`config.mk`:
```
export PLATFORM = sky130hd
export DESIGN_NAME = vga_timing_gen
export DESIGN_NICKNAME = d
export VERILOG_FILES = /design/src/rtl/vga_timing_gen.sv
export SDC_FILE = /design/constraint.sdc
export NUM_CORES = 1
export LEC_CHECK = 0
export CORE_ASPECT_RATIO = 1.4
export CORE_MARGIN = 2
export CORE_UTILIZATION = 40
export CTS_CLUSTER_SIZE = 8
export DETAILED_ROUTE_END_ITERATION = 8
export PLACE_DENSITY_LB_ADDON = 0.3
export SYNTH_ARGS = -nofsm -noshare
export SYNTH_HDL_FRONTEND = slang
export SYNTH_SLANG_ARGS = --single-unit
```
`constraint.sdc`:
```
create_clock -name clk -period 3 [get_ports clk]
set_input_delay 0.6 -clock clk [delete_from_list [all_inputs] [get_ports clk]]
set_output_delay 0.6 -clock clk [all_outputs]
set_load 0.05 [all_outputs]
```
`src/rtl/vga_timing_gen.sv`:
```
// vga_timing_gen: parametrised raster timing generator.
// Produces horizontal/vertical sync, display enable and blanking from generic
// H/V timing. Also produces scaled pixel positions for the mode controllers
// and a scan-line interrupt. Everything advances only on pix_ce.
// hsync_o/vsync_o/de_o are delayed through a short pipeline. This lines them
// up with the pixel-fetch latency of the screen RAM and character ROM path.
module vga_timing_gen #(
    parameter int H_ACTIVE   = 640,
    parameter int H_FP       = 16,
    parameter int H_SYNC     = 96,
    parameter int H_BP       = 48,
    parameter int V_ACTIVE   = 480,
    parameter int V_FP       = 10,
    parameter int V_SYNC     = 2,
    parameter int V_BP       = 33,
    parameter bit H_SYNC_POL = 1'b0,
    parameter bit V_SYNC_POL = 1'b0,
    parameter int PIPE_DLY   = 2,
    parameter int CW         = 10
) (
    input  logic          clk,
    input  logic          rst,
    input  logic          pix_ce,
    input  logic [1:0]    scale,
    input  logic [CW-1:0] irq_line,
    input  logic          irq_en,
    input  logic          irq_ack,
    output logic [CW-1:0] posx,
    output logic [CW-1:0] posy,
    output logic          hsync_o,
    output logic          vsync_o,
    output logic          de_o,
    output logic          vblank_o,
    output logic          line_start,
    output logic          frame_start,
    output logic          irq
);

    localparam int H_TOTAL  = H_ACTIVE + H_FP + H_SYNC + H_BP;
    localparam int V_TOTAL  = V_ACTIVE + V_FP + V_SYNC + V_BP;
    localparam int HS_START = H_ACTIVE + H_FP;
    localparam int HS_END   = H_ACTIVE + H_FP + H_SYNC;
    localparam int VS_START = V_ACTIVE + V_FP;
    localparam int VS_END   = V_ACTIVE + V_FP + V_SYNC;

    // Raster counters and stage-0 registers.
    logic [CW-1:0] h_reg;
    logic [CW-1:0] v_reg;
    logic [1:0]    scale_reg;
    logic [CW-1:0] posx_reg;
    logic [CW-1:0] posy_reg;
    logic          vblank_reg;
    logic          line_start_reg;
    logic          frame_start_reg;
    logic          irq_reg;
    // Stage-0 sync bundle, active-high internally: {de, hsync, vsync}.
    logic [2:0]    sync0_reg;
    logic [2:0]    sync_out;

    // Combinational next values, computed from the raster position before it advances.
    logic [CW-1:0] h_next;
    logic [CW-1:0] v_next;
    logic          h_last;
    logic          v_last;
    logic          h_vis;
    logic          v_vis;
    logic          hs_next;
    logic          vs_next;
    logic          line_c;
    logic          frame_c;
    logic [1:0]    scale_sat;
    logic [1:0]    scale_use;
    logic [CW-1:0] posx_next;
    logic [CW-1:0] posy_next;
    logic          irq_hit;

    // Next-position and stage-0 decode from the current (h,v).
    always_comb begin
        h_last    = (int'(h_reg) == H_TOTAL - 1);
        v_last    = (int'(v_reg) == V_TOTAL - 1);
        h_next    = h_last ? '0 : h_reg + CW'(1);
        v_next    = v_reg;
        if (h_last) begin
            v_next = v_last ? '0 : v_reg + CW'(1);
        end
        h_vis     = (int'(h_reg) < H_ACTIVE);
        v_vis     = (int'(v_reg) < V_ACTIVE);
        hs_next   = (int'(h_reg) >= HS_START) && (int'(h_reg) < HS_END);
        vs_next   = (int'(v_reg) >= VS_START) && (int'(v_reg) < VS_END);
        line_c    = (h_reg == '0);
        frame_c   = line_c && (v_reg == '0);
        // scale=3 saturates to the 4x divider.
        scale_sat = (scale == 2'd3) ? 2'd2 : scale;
        // At the frame-start edge the newly latched divider already applies,
        // so a whole frame is always rendered with one scale (no tearing).
        scale_use = frame_c ? scale_sat : scale_reg;
        posx_next = h_vis ? (h_reg >> scale_use) : '0;
        posy_next = v_vis ? (v_reg >> scale_use) : '0;
        // irq_line values >= V_TOTAL can never match v, so they never fire.
        irq_hit   = line_c && irq_en && (irq_line == v_reg);
    end

    // Raster counters, stage-0 outputs and start pulses.
    always_ff @(posedge clk) begin
        if (rst) begin
            h_reg           <= '0;
            v_reg           <= '0;
            scale_reg       <= 2'd0;
            posx_reg        <= '0;
            posy_reg        <= '0;
            vblank_reg      <= 1'b0;
            line_start_reg  <= 1'b0;
            frame_start_reg <= 1'b0;
            sync0_reg       <= 3'b000;
        end else begin
            line_start_reg  <= 1'b0;
            frame_start_reg <= 1'b0;
            if (pix_ce) begin
                h_reg           <= h_next;
                v_reg           <= v_next;
                posx_reg        <= posx_next;
                posy_reg        <= posy_next;
                vblank_reg      <= ~v_vis;
                line_start_reg  <= line_c;
                frame_start_reg <= frame_c;
                sync0_reg       <= {h_vis && v_vis, hs_next, vs_next};
                if (frame_c) begin
                    scale_reg <= scale_sat;
                end
            end
        end
    end

    // Scan-line interrupt: a set on the matching line start beats a simultaneous ack.
    always_ff @(posedge clk) begin
        if (rst) begin
            irq_reg <= 1'b0;
        end else if (pix_ce && irq_hit) begin
            irq_reg <= 1'b1;
        end else if (irq_ack) begin
            irq_reg <= 1'b0;
        end
    end

    // Sync/DE delay line that matches the fetch latency of the mode controllers.
    generate
        if (PIPE_DLY == 0) begin : g_no_pipe
            assign sync_out = sync0_reg;
        end else begin : g_pipe
            logic [2:0] pipe_reg [PIPE_DLY];

            // Shift the sync bundle one stage per pixel enable.
            always_ff @(posedge clk) begin
                if (rst) begin
                    for (int i = 0; i < PIPE_DLY; i++) begin
                        pipe_reg[i] <= 3'b000;
                    end
                end else if (pix_ce) begin
                    pipe_reg[0] <= sync0_reg;
                    for (int i = 1; i < PIPE_DLY; i++) begin
                        pipe_reg[i] <= pipe_reg[i-1];
                    end
                end
            end

            assign sync_out = pipe_reg[PIPE_DLY-1];
        end
    endgenerate

    // Apply the configured pin polarity to the internal active-high syncs.
    assign de_o        = sync_out[2];
    assign hsync_o     = sync_out[1] ? H_SYNC_POL : ~H_SYNC_POL;
    assign vsync_o     = sync_out[0] ? V_SYNC_POL : ~V_SYNC_POL;
    assign posx        = posx_reg;
    assign posy        = posy_reg;
    assign vblank_o    = vblank_reg;
    assign line_start  = line_start_reg;
    assign frame_start = frame_start_reg;
    assign irq         = irq_reg;

endmodule

```
# Yosys cells after proc, flatten, opt, wreduce, memory -nomap -nowiden
# Memory sizes are Yosys's and may differ from the RTL's.
# Cells that the tools add are included.
[op_classes] n_addsub=2 n_mul=0 n_div=0 order_cmp=6 n_eq_ne=4 shifts=2 n_mux=17 n_bitwise=4 reduce_logical=12
[op_table] op="10-bit 2-to-1 mux" n=4
[op_table] op="10-bit by 1-bit adder with 10-bit output (second input constant)" n=2
[op_table] op="10-bit zero test" n=2
[op_table] op="10-bit < comparator (second input constant)" n=2
[op_table] op="10-bit by 9-bit < comparator with 1-bit output (second input constant)" n=2
[op_table] op="10-bit by 2-bit right shift with 10-bit output" n=2
[op_table] op="10-bit == test" n=1
[op_table] op="10-bit == test (second input constant)" n=1
[op_table] op="10-bit by 9-bit == test with 1-bit output (second input constant)" n=1
[op_table] op="10-bit >= comparator (second input constant)" n=1
[op_table] op="10-bit by 9-bit >= comparator with 1-bit output (second input constant)" n=1
[op_table] op="1-bit 2-to-1 mux" n=9
[op_table] op="1-bit logical AND" n=7
[op_table] op="3-bit 2-to-1 mux" n=2
[op_table] op="2-bit 2-to-1 mux" n=2
[op_table] op="2-bit == test (second input constant)" n=1
[op_table] op="1-bit NOT" n=2
[op_table] op="1-bit OR" n=2
[op_table] op="2-bit AND reduction" n=1
[op_table] op="2-bit nonzero test" n=1
[op_table] op="2-bit OR reduction" n=1
[totals] regBits=49 latchBits=0 mem_bits_rw=6 romBits=0 in_bits=17 output_inout_bits=27 wordCells=58 mem_count=1
[mem_list] name="g_pipe.pipe_reg" depth=2 word_bits=3 read_ports=2 rd_clocked_by_memory_dff=0 write_ports=2 line_no="150" text="logic [2:0] pipe_reg [PIPE_DLY];"

# Depth between registers and ports, before layout
# Gate-level depths: netlist (run 1).
[depth] ltp_word=5 ltp_mapped=10 mapped_depth_nobuf=8

# Worst setup path after synthesis (run 1)
# OpenSTA, ideal clock, no wires.
[synth_timing] path_type="register -> register" startpoint="register v_reg[1]" endpoint="register posx_reg[6], in the netlist posx[6]" setup_ps=117 t_arrival_ps=2025 t_required_ps=2883 setup_slack_ps=858 path_stages_with_launch=11 n_path_buf=2 synth_period_minus_slack_ps=2142 path_cell_list="dfxtp_1 clkbuf_1 inv_1 ha_1 nor2b_1 nand3_1 nor2_1 mux2i_1 buf_2 nand2_1 a32o_1"
[synth_via] elab_chain_cells=5
[synth_lines] element="start: declaration" line_no="48" text="logic [CW-1:0] v_reg;"
[synth_lines] element="start signal: assignment" line_no="120" text="v_reg <= v_next;"
[synth_lines] element="10-bit zero test" line_no="91" text="frame_c = line_c && (v_reg == '0);"
[synth_lines] element="1-bit logical AND" line_no="91"
[synth_lines] element="2-bit 2-to-1 mux"
[synth_lines] element="10-bit by 2-bit right shift with 10-bit output" line_no="97" text="posx_next = h_vis ? (h_reg >> scale_use) : '0;"
[synth_lines] element="10-bit 2-to-1 mux" line_no="97"
[synth_lines] element="end signal: assignment" line_no="121" text="posx_reg <= posx_next;"
[synth_lines] element="end: declaration" line_no="50" text="logic [CW-1:0] posx_reg;"
# Every way passes these cells.
# A chain may end at the register's enable or synchronous reset.

# Worst setup path after layout (run 1)
[layout_timing] startpoint="register v_reg[1]" endpoint="register posy_reg[1], in the netlist posy[1]"
[layout_via] elab_chain_cells=5 elab_cells_between_ends=6 cone_classes="1 x order compare; 1 x shift; 2 x mux; 2 x reduce/logical"
[layout_lines] element="10-bit zero test" line_no="91"
[layout_lines] element="1-bit logical AND" line_no="91"
[layout_lines] element="2-bit 2-to-1 mux"
[layout_lines] element="10-bit by 2-bit right shift with 10-bit output" line_no="98" text="posy_next = v_vis ? (v_reg >> scale_use) : '0;"
[layout_lines] element="10-bit 2-to-1 mux *" line_no="98"
[layout_lines] element="end signal: assignment" line_no="122" text="posy_reg <= posy_next;"
[layout_lines] element="end: declaration" line_no="51" text="logic [CW-1:0] posy_reg;"
# Every way passes the cells marked *; elsewhere a longest branch is shown, timed or not.

==> metrics.md, run 1 <==
| Metric | Value |
|---|---|
| Vert. Die Dim | 102 microns |
| Setup TNS | 0 ns |
| Final Hold Viols | 0 |
| Number of vias per cell | 5.34 |
| Clock Path Buffers | 2 |
| Highest routed layer | met4 |
| Std cell rows | 35 |
| Cell Int Power | 1.11 mW |
| TritonCTS clock tree | yes |
| Post-Layout Cell Count | 433 |
| Slowest-stage cell, CP | mux2_2 |
| Clock power frac | 31.9% |
| # hold bufs at CTS | 0 |
| Final setup viols | 0 |
| Syn Nets | 325 |
| FMAX | 0.431 GHz |
| Status | finished clean |
| Crit Path Category | reg2reg |
| Final instance area | 3370 sq um |
| Fin nets | 361 |
| Worst-margin pin slew | 0.690 ns |
| Worst hold slack | 0.465 ns |
| Min Tclk post-route | 2.32 ns |
| Hold WC Path Type | reg2reg |
| Largest net degree at the start of global routing | 23 |
| Met1 wire length | 2.65 mm |
| Detailed Place HPWL | 4.80 mm |
| Post-synthesis cell area | 2760 sq um |
| Share of the synthesized area in the top cell type | 35.6% |
| Total leakage power | 1.32 nW |
| CORE AREA | 6610 sq um |
| Max Cap Violations | 0 |
| Gpl congestion | 0.907 |
| Yosys cell types | 46 |
| Gr usage total | 18.5% |
| Initial Util | 41.7% |
| WL met2 | 3.31 mm |
| Routed len/inst | 15.0 microns |
| N_diodes | 0 |
| Skew-Pair Late Insertion Delay | 0.31 ns |
| Required time of the critical path | 3.21 ns |
| Post-Synthesis Cells | 304 |
| # fillers | 615 |
| Worst Setup SP | v_reg[1] |
| Ys Warns | 0 |
| Tcrit/Tclk final | 77.4% |
| # clock sinks | 55 |
| Slew Limit Fails | 0 |
| CP cell instances | inv_1 > ha_1 > nor2b_1 > nand3_1 > nor2_1 > mux2_2 > a221o_1 > a32o_1 |
| Maximum fanout along the worst path | 17 |
| DR pass1 iterations | 4 |
| Sw Pwr | 407 uW |
| Initial antenna violation count | 0 |
| Number of CTS-inserted buffers | 5 |
| Ports | 44 |
| Dpl cell area | 3260 sq um |
| DP Cell Count | 425 |
| Pwr/cell area | 451 nW/um^2 |
| Largest cells by area after synthesis | dfxtp_1 36%, edfxtp_1 6.5%, nand2_1 5.4%, xor2_1 5.4%, a32o_1 4.7% |
| Critical Path Sink Type | flip-flop |
| Final ANT Viol Nets | 0 |
| Sw frac | 26.8% |
| Number of instances resized during post-cts repair | 0 |
| Met3 WL post-DR | 258 microns |
| Synth cell count leaders | 49 x dfxtp_1, 40 x nand2_1, 24 x nor2_1 |
| CP Launch Type | flip-flop |
| Post-Syn Area per Cell | 9.07 sq um |
| Postcts setup bufs | 0 |
| Final Power | 1.52 mW |
| Die area | 7580 sq um |
| Grt ovf | 0 |
| Crit path largest cell delay | 0.51 ns |
| Chip Width | 74.2 microns |
| Root Buffer | clkbuf_8 |
| CTS clk-pin slew, worst paths | 0.10 ns |
| Total number of vias | 2312 |
| Worst Hold Launch | sync0_reg[0] |
| Worst reg2reg startpoint | v_reg[1] |
| CP top delay family | compound AO/OA/AOI/OAI gates |
| First-pass GRT wire length | 10.8 mm |
| Most frequent cell after synthesis | dfxtp_1 |
| Vias in the first global route | 2304 |
| Seq pwr share | 51.7% |
| Port Buffers | 43 |
| Area Overhead vs Synth | 22.2% |
| Area leader, netlist | dfxtp_1 |
| Initial DRC Count | 190 |
| Ys flop type | dfxtp_1 |
| Register bit total from synthesis | 55 |
| Buf/Inv on CP | 1 |
| Post-synthesis sequential area ratio | 42.1% |
| RSZ-0062 raised after global routing | no |
| Slew headroom | 53.9% |
| Share of synthesized registers carrying an async set or reset | 0% |
| Residual DRC | 0 |
| Number of flops mapped to enable cells by yosys | 6 |
| H-tree Lvls | 2 |
| Worst VDD drop | 0.264 mV |
| Fraction of layout instances using a drive strength above 1 | 7.33% |
| Clock Skew | 0.00565 ns |
| DRT Wirelength | 6.50 mm |
| Critical Path AT | 2.53 ns |
| Combinational fraction of design power | 16.4% |
==> cell usage in the layout (no fill, tap or decap), drive strengths merged, types with 9 or more instances in the layout <==
cell | synthesis | final
dfxtp | 49 | 49
clkdlybuf4s50 | 0 | 43
nand2 | 40 | 40
nor2 | 24 | 24
xor2 | 17 | 17
a32o | 13 | 13
mux2i | 11 | 11
buf | 10 | 11
nor3 | 10 | 10
and2 | 10 | 10
inv | 9 | 9
nand3 | 9 | 9
==> through the flow <==
stage / utilization [%] / setup slack [ns]
2_1_floorplan: - / 0.858
3_3_place_gp: 49.3 / 0.592
3_5_place_dp: 49.3 / 0.578
4_1_cts: 51.0 / 0.683
5_1_grt: 51.0 / 0.554
6_report: 51.0 / 0.679
==> per-layer routing <==
metal,vias up,track usage [%]
met5,-,0
met4,0,10.3
li1,1142,-
met1,1091,21.2
met2,59,31.7
met3,20,3.65
==> worst paths after layout <==
| kind | endpoint | slack (ns) | depth (start not counted) |
|---|---|---|---|
| setup reg to reg | posy[1] | 0.68 | 8 |
| setup / recovery | posy[1] | 0.68 | 8 |
| hold reg to reg | sync0_reg[0] | 0.47 | 2 |
| hold / removal | sync0_reg[0] | 0.47 | 2 |
==> power groups by stage <==
| stage | registers, mW | clock network [mW] | logic (mW) |
|---|---|---|---|
| finish | 0.786 | 0.484 | 0.250 |
| global route | 0.790 | 0.522 | 0.270 |
| CTS | 0.786 | 0.495 | 0.251 |
| detailed placement | 0.803 | 0 | 0.250 |
| global placement | 0.803 | 0 | 0.249 |
| floorplan | 0.849 | 0 | 0.115 |
==> final cells by class <==
| type | instances | area, sq um | share of cell area [%] |
|---|---|---|---|
| multi-input combinational | 215 | 1440 | 42.7 |
| sequential | 55 | 1160 | 34.5 |
| timing repair buffer | 54 | 513 | 15.2 |
| tap | 92 | 115 | 3.42 |
| clock buffer | 5 | 68.8 | 2.04 |
| clock inverter | 3 | 38.8 | 1.15 |
| inverter | 9 | 33.8 | 1.00 |
==> kinds of logic after synthesis <==
family | count (synthesis) | share of synthesized area (%)
AOI/OAI and AO/OA | 48 | 13.7
xor gates and xnor gates | 25 | 7.94
adders and majority gates | 4 | 1.81
buffers and inverters | 34 | 5.72
DFF | 55 | 42.1
muxes | 13 | 4.81
and+or+nand+nor | 125 | 24.0
==> worst min-delay path: cells and delay by family (launching register included) <==
| family | cells | cell delay (ns) |
|---|---|---|
| flip-flops | 1 | 0.33 |
| AO/OA/AOI/OAI | 1 | 0.05 |
| AND/OR/NAND/NOR | 1 | 0.06 |
Note: power is estimated with default switching activity, not from simulation.
==> run 2: changes to the inputs <==
clock period = 2.3 ns   (was 3 ns; I/O delays follow)
==> run 2 against run 1 <==
Against the previous run: worst setup slack worse by 0.56 ns; final area is 5.3% higher; largest power group unchanged; register-to-register slack worse by 0.56 ns; total power is 27% higher; clock skew is 0.0017 ns higher; first-iteration DRC count is 13% lower; maximum frequency is 6.6% higher; via count is 4.3% higher; highest routed layer unchanged; count of clock-buffer cells in the layout stayed put.
==> metrics.md, run 2 (synthesized netlist as in run 1, its figures left out) <==
| Metric | Value |
|---|---|
| Slew Limit Fails | 0 (unchanged) |
| Clock Skew | 0.00738 ns (+0.00173 ns) |
| CP Launch Type | flip-flop |
| Pre-CTS setup slack | 0.0514 ns (-0.527 ns) |
| Die area | 7580 sq um (unchanged) |
| Initial DRC Count | 166 (-13%) |
| Tcrit/Tclk final | 94.7% (+17 points) |
| Fraction of layout instances using a drive strength above 1 | 14.2% (+6.8 points) |
| Maximum fanout along the worst path | 6 (-11) |
| DRT Wirelength | 6.85 mm (+5.4%) |
| Number of vias per cell | 5.25 (-1.6%) |
| Required time of the critical path | 2.52 ns (-0.69 ns) |
| Std cell rows | 35 (unchanged) |
| Crit Path Category | reg2reg |
| Hold WC Path Type | reg2reg |
| Number of CTS-inserted buffers | 5 (unchanged) |
| Largest net degree at the start of global routing | 22 (-4.3%) |
| Min Tclk post-route | 2.18 ns (-0.143 ns) |
| CORE AREA | 6610 sq um (unchanged) |
| First-pass GRT wire length | 11.3 mm (+4.1%) |
| Commonest non-fill, non-tap cells in the layout | 49 x dfxtp_1, 43 x clkdlybuf4s50_1, 40 x nand2_1 |
| Pwr/cell area | 545 nW/um^2 (+21%) |
| WL met2 | 3.65 mm (+10%) |
| Met1 wire length | 2.80 mm (+5.5%) |
| Ports | 44 (unchanged) |
| Routed len/inst | 14.9 microns (-0.61%) |
| Seq. cell area | 1160 sq um (unchanged) |
| # clock sinks | 55 (unchanged) |
| Skew-Pair Late Insertion Delay | 0.31 ns (about the same) |
| Worst-margin pin slew | 0.502 ns (-0.188 ns) |
| Clock Path Buffers | 2 (unchanged) |
| Total number of vias | 2411 (+4.3%) |
| Area Overhead vs Synth | 28.7% |
| Root Buffer | clkbuf_8 |
| DR pass1 iterations | 4 (unchanged) |
| FMAX | 0.459 GHz (+6.6%) |
| Critical Path AT | 2.40 ns (-0.13 ns) |
| Slew headroom | 66.4% (+13 points) |
| Footprint of the multi-input gates | 1440 sq um (unchanged) |
| H-tree Lvls | 2 (unchanged) |
| Critical Path Sink Type | flip-flop |
| Chip Width | 74.2 microns (unchanged) |
| Total leakage power | 1.44 nW (+9.5%) |
| Gr usage total | 19.3% (+0.75 points) |
| Number of instances resized during post-cts repair | 0 (unchanged) |
| N_diodes | 0 (unchanged) |
| Max Cap Violations | 0 (unchanged) |
| Detailed Place HPWL | 5.22 mm (+8.8%) |
| Worst VDD drop | 0.321 mV (+22%) |
| Final Hold Viols | 0 (unchanged) |
| Gpl congestion | 0.847 (-6.6%) |
| Crit path largest cell delay | 0.43 ns (-0.08 ns) |
| Vert. Die Dim | 102 microns (unchanged) |
| Final setup viols | 0 (unchanged) |
| Initial Util | 41.7% (unchanged) |
| Final ANT Viol Nets | 0 (unchanged) |
| Initial antenna violation count | 0 (unchanged) |
| Worst hold slack | 0.462 ns (-0.00324 ns) |
| # fillers | 620 (+0.81%) |
| Setup TNS | 0 ns (unchanged) |
| Residual DRC | 0 (unchanged) |
| Met3 WL post-DR | 205 microns (-21%) |
| Commonest non-fill, non-tap cell in the layout | dfxtp_1 |
| Grt ovf | 0 (unchanged) |
| Highest routed layer | met4 |
| Slowest-stage cell, CP | mux2_2 |
| CP cell instances | nor3_1 > nand3_1 > nor2_1 > mux2_2 > a221o_1 > a32o_1 |
| Worst Setup Slack, final | 0.122 ns (-0.557 ns) |
| Port Buffers | 43 (unchanged) |
| Fin nets | 387 (+7.2%) |
| CTS clk-pin slew, worst paths | 0.11 ns (about the same) |
| Status | finished clean |
| Vias in the first global route | 2432 (+5.6%) |
| TritonCTS clock tree | yes |
| RSZ-0062 raised after global routing | no |
| # hold bufs at CTS | 0 (unchanged) |
| Postcts setup bufs | 0 (unchanged) |
## run 2: changes by cell type in the layout (fill, tap and decap cells not counted), sizes merged
| cell | delta |
|---|---|
| buf | +26 |
| bufinv | -1 |
| clkinv | -1 |
| clkinvlp | +1 |
| inv | +1 |
## run 2: stage by stage
stage                     utilization, %  instances  cell area [sq um]  power (mW)
after global placement              52.3        451               3460        1.39
final                               53.7        459               3550        1.93
after detailed placement            52.3        451               3460        1.39
after floorplan                        -        304               2760        1.26
after global routing                53.7        459               3550        2.02
after CTS                           53.7        459               3550        1.95
## run 2: worst max-delay path, delay by kind of cell (launching register included)
kind / cells / cell delay (ns)
flops: 1 / 0.33
mux: 1 / 0.43
compound gates: 2 / 0.53
simple gates: 3 / 0.79
## run 2: routing by layer
| layer | global-route usage [%] | vias to the layer above |
|---|---|---|
| met1 | 22.2 | 1155 |
| met3 | 2.66 | 14 |
| met4 | 8.11 | 0 |
| met2 | 34.9 | 53 |
| met5 | 0 | - |
| li1 | - | 1189 |
## run 2: final cells by class
cell class                      count  area share [%]
Timing Repair Buffer               80            20.0
Clock inverter                      3           0.670
Inverter                            9           0.952
Tap cell                           92            3.24
Multi-Input combinational cell    215            40.5
Sequential cell                    55            32.7
Clock buffer                        5            1.94
## run 2: path summary, 6_finish.rpt
| check | from | endpoint | slack (ns) | cells after the start |
|---|---|---|---|---|
| max | v_reg[9] | posy[1] | 0.12 | 6 |
| min | posy[8] | posy[8] | 0.46 | 2 |
| max reg2reg | v_reg[9] | posy[1] | 0.12 | 6 |
| min reg2reg | posy[8] | posy[8] | 0.46 | 2 |
## run 2: where the power goes
group          total [mW]  switching [mW]  internal (mW)
clock               0.566           0.345          0.221
combinational       0.347           0.201          0.145
sequential           1.02          0.0205           1.00
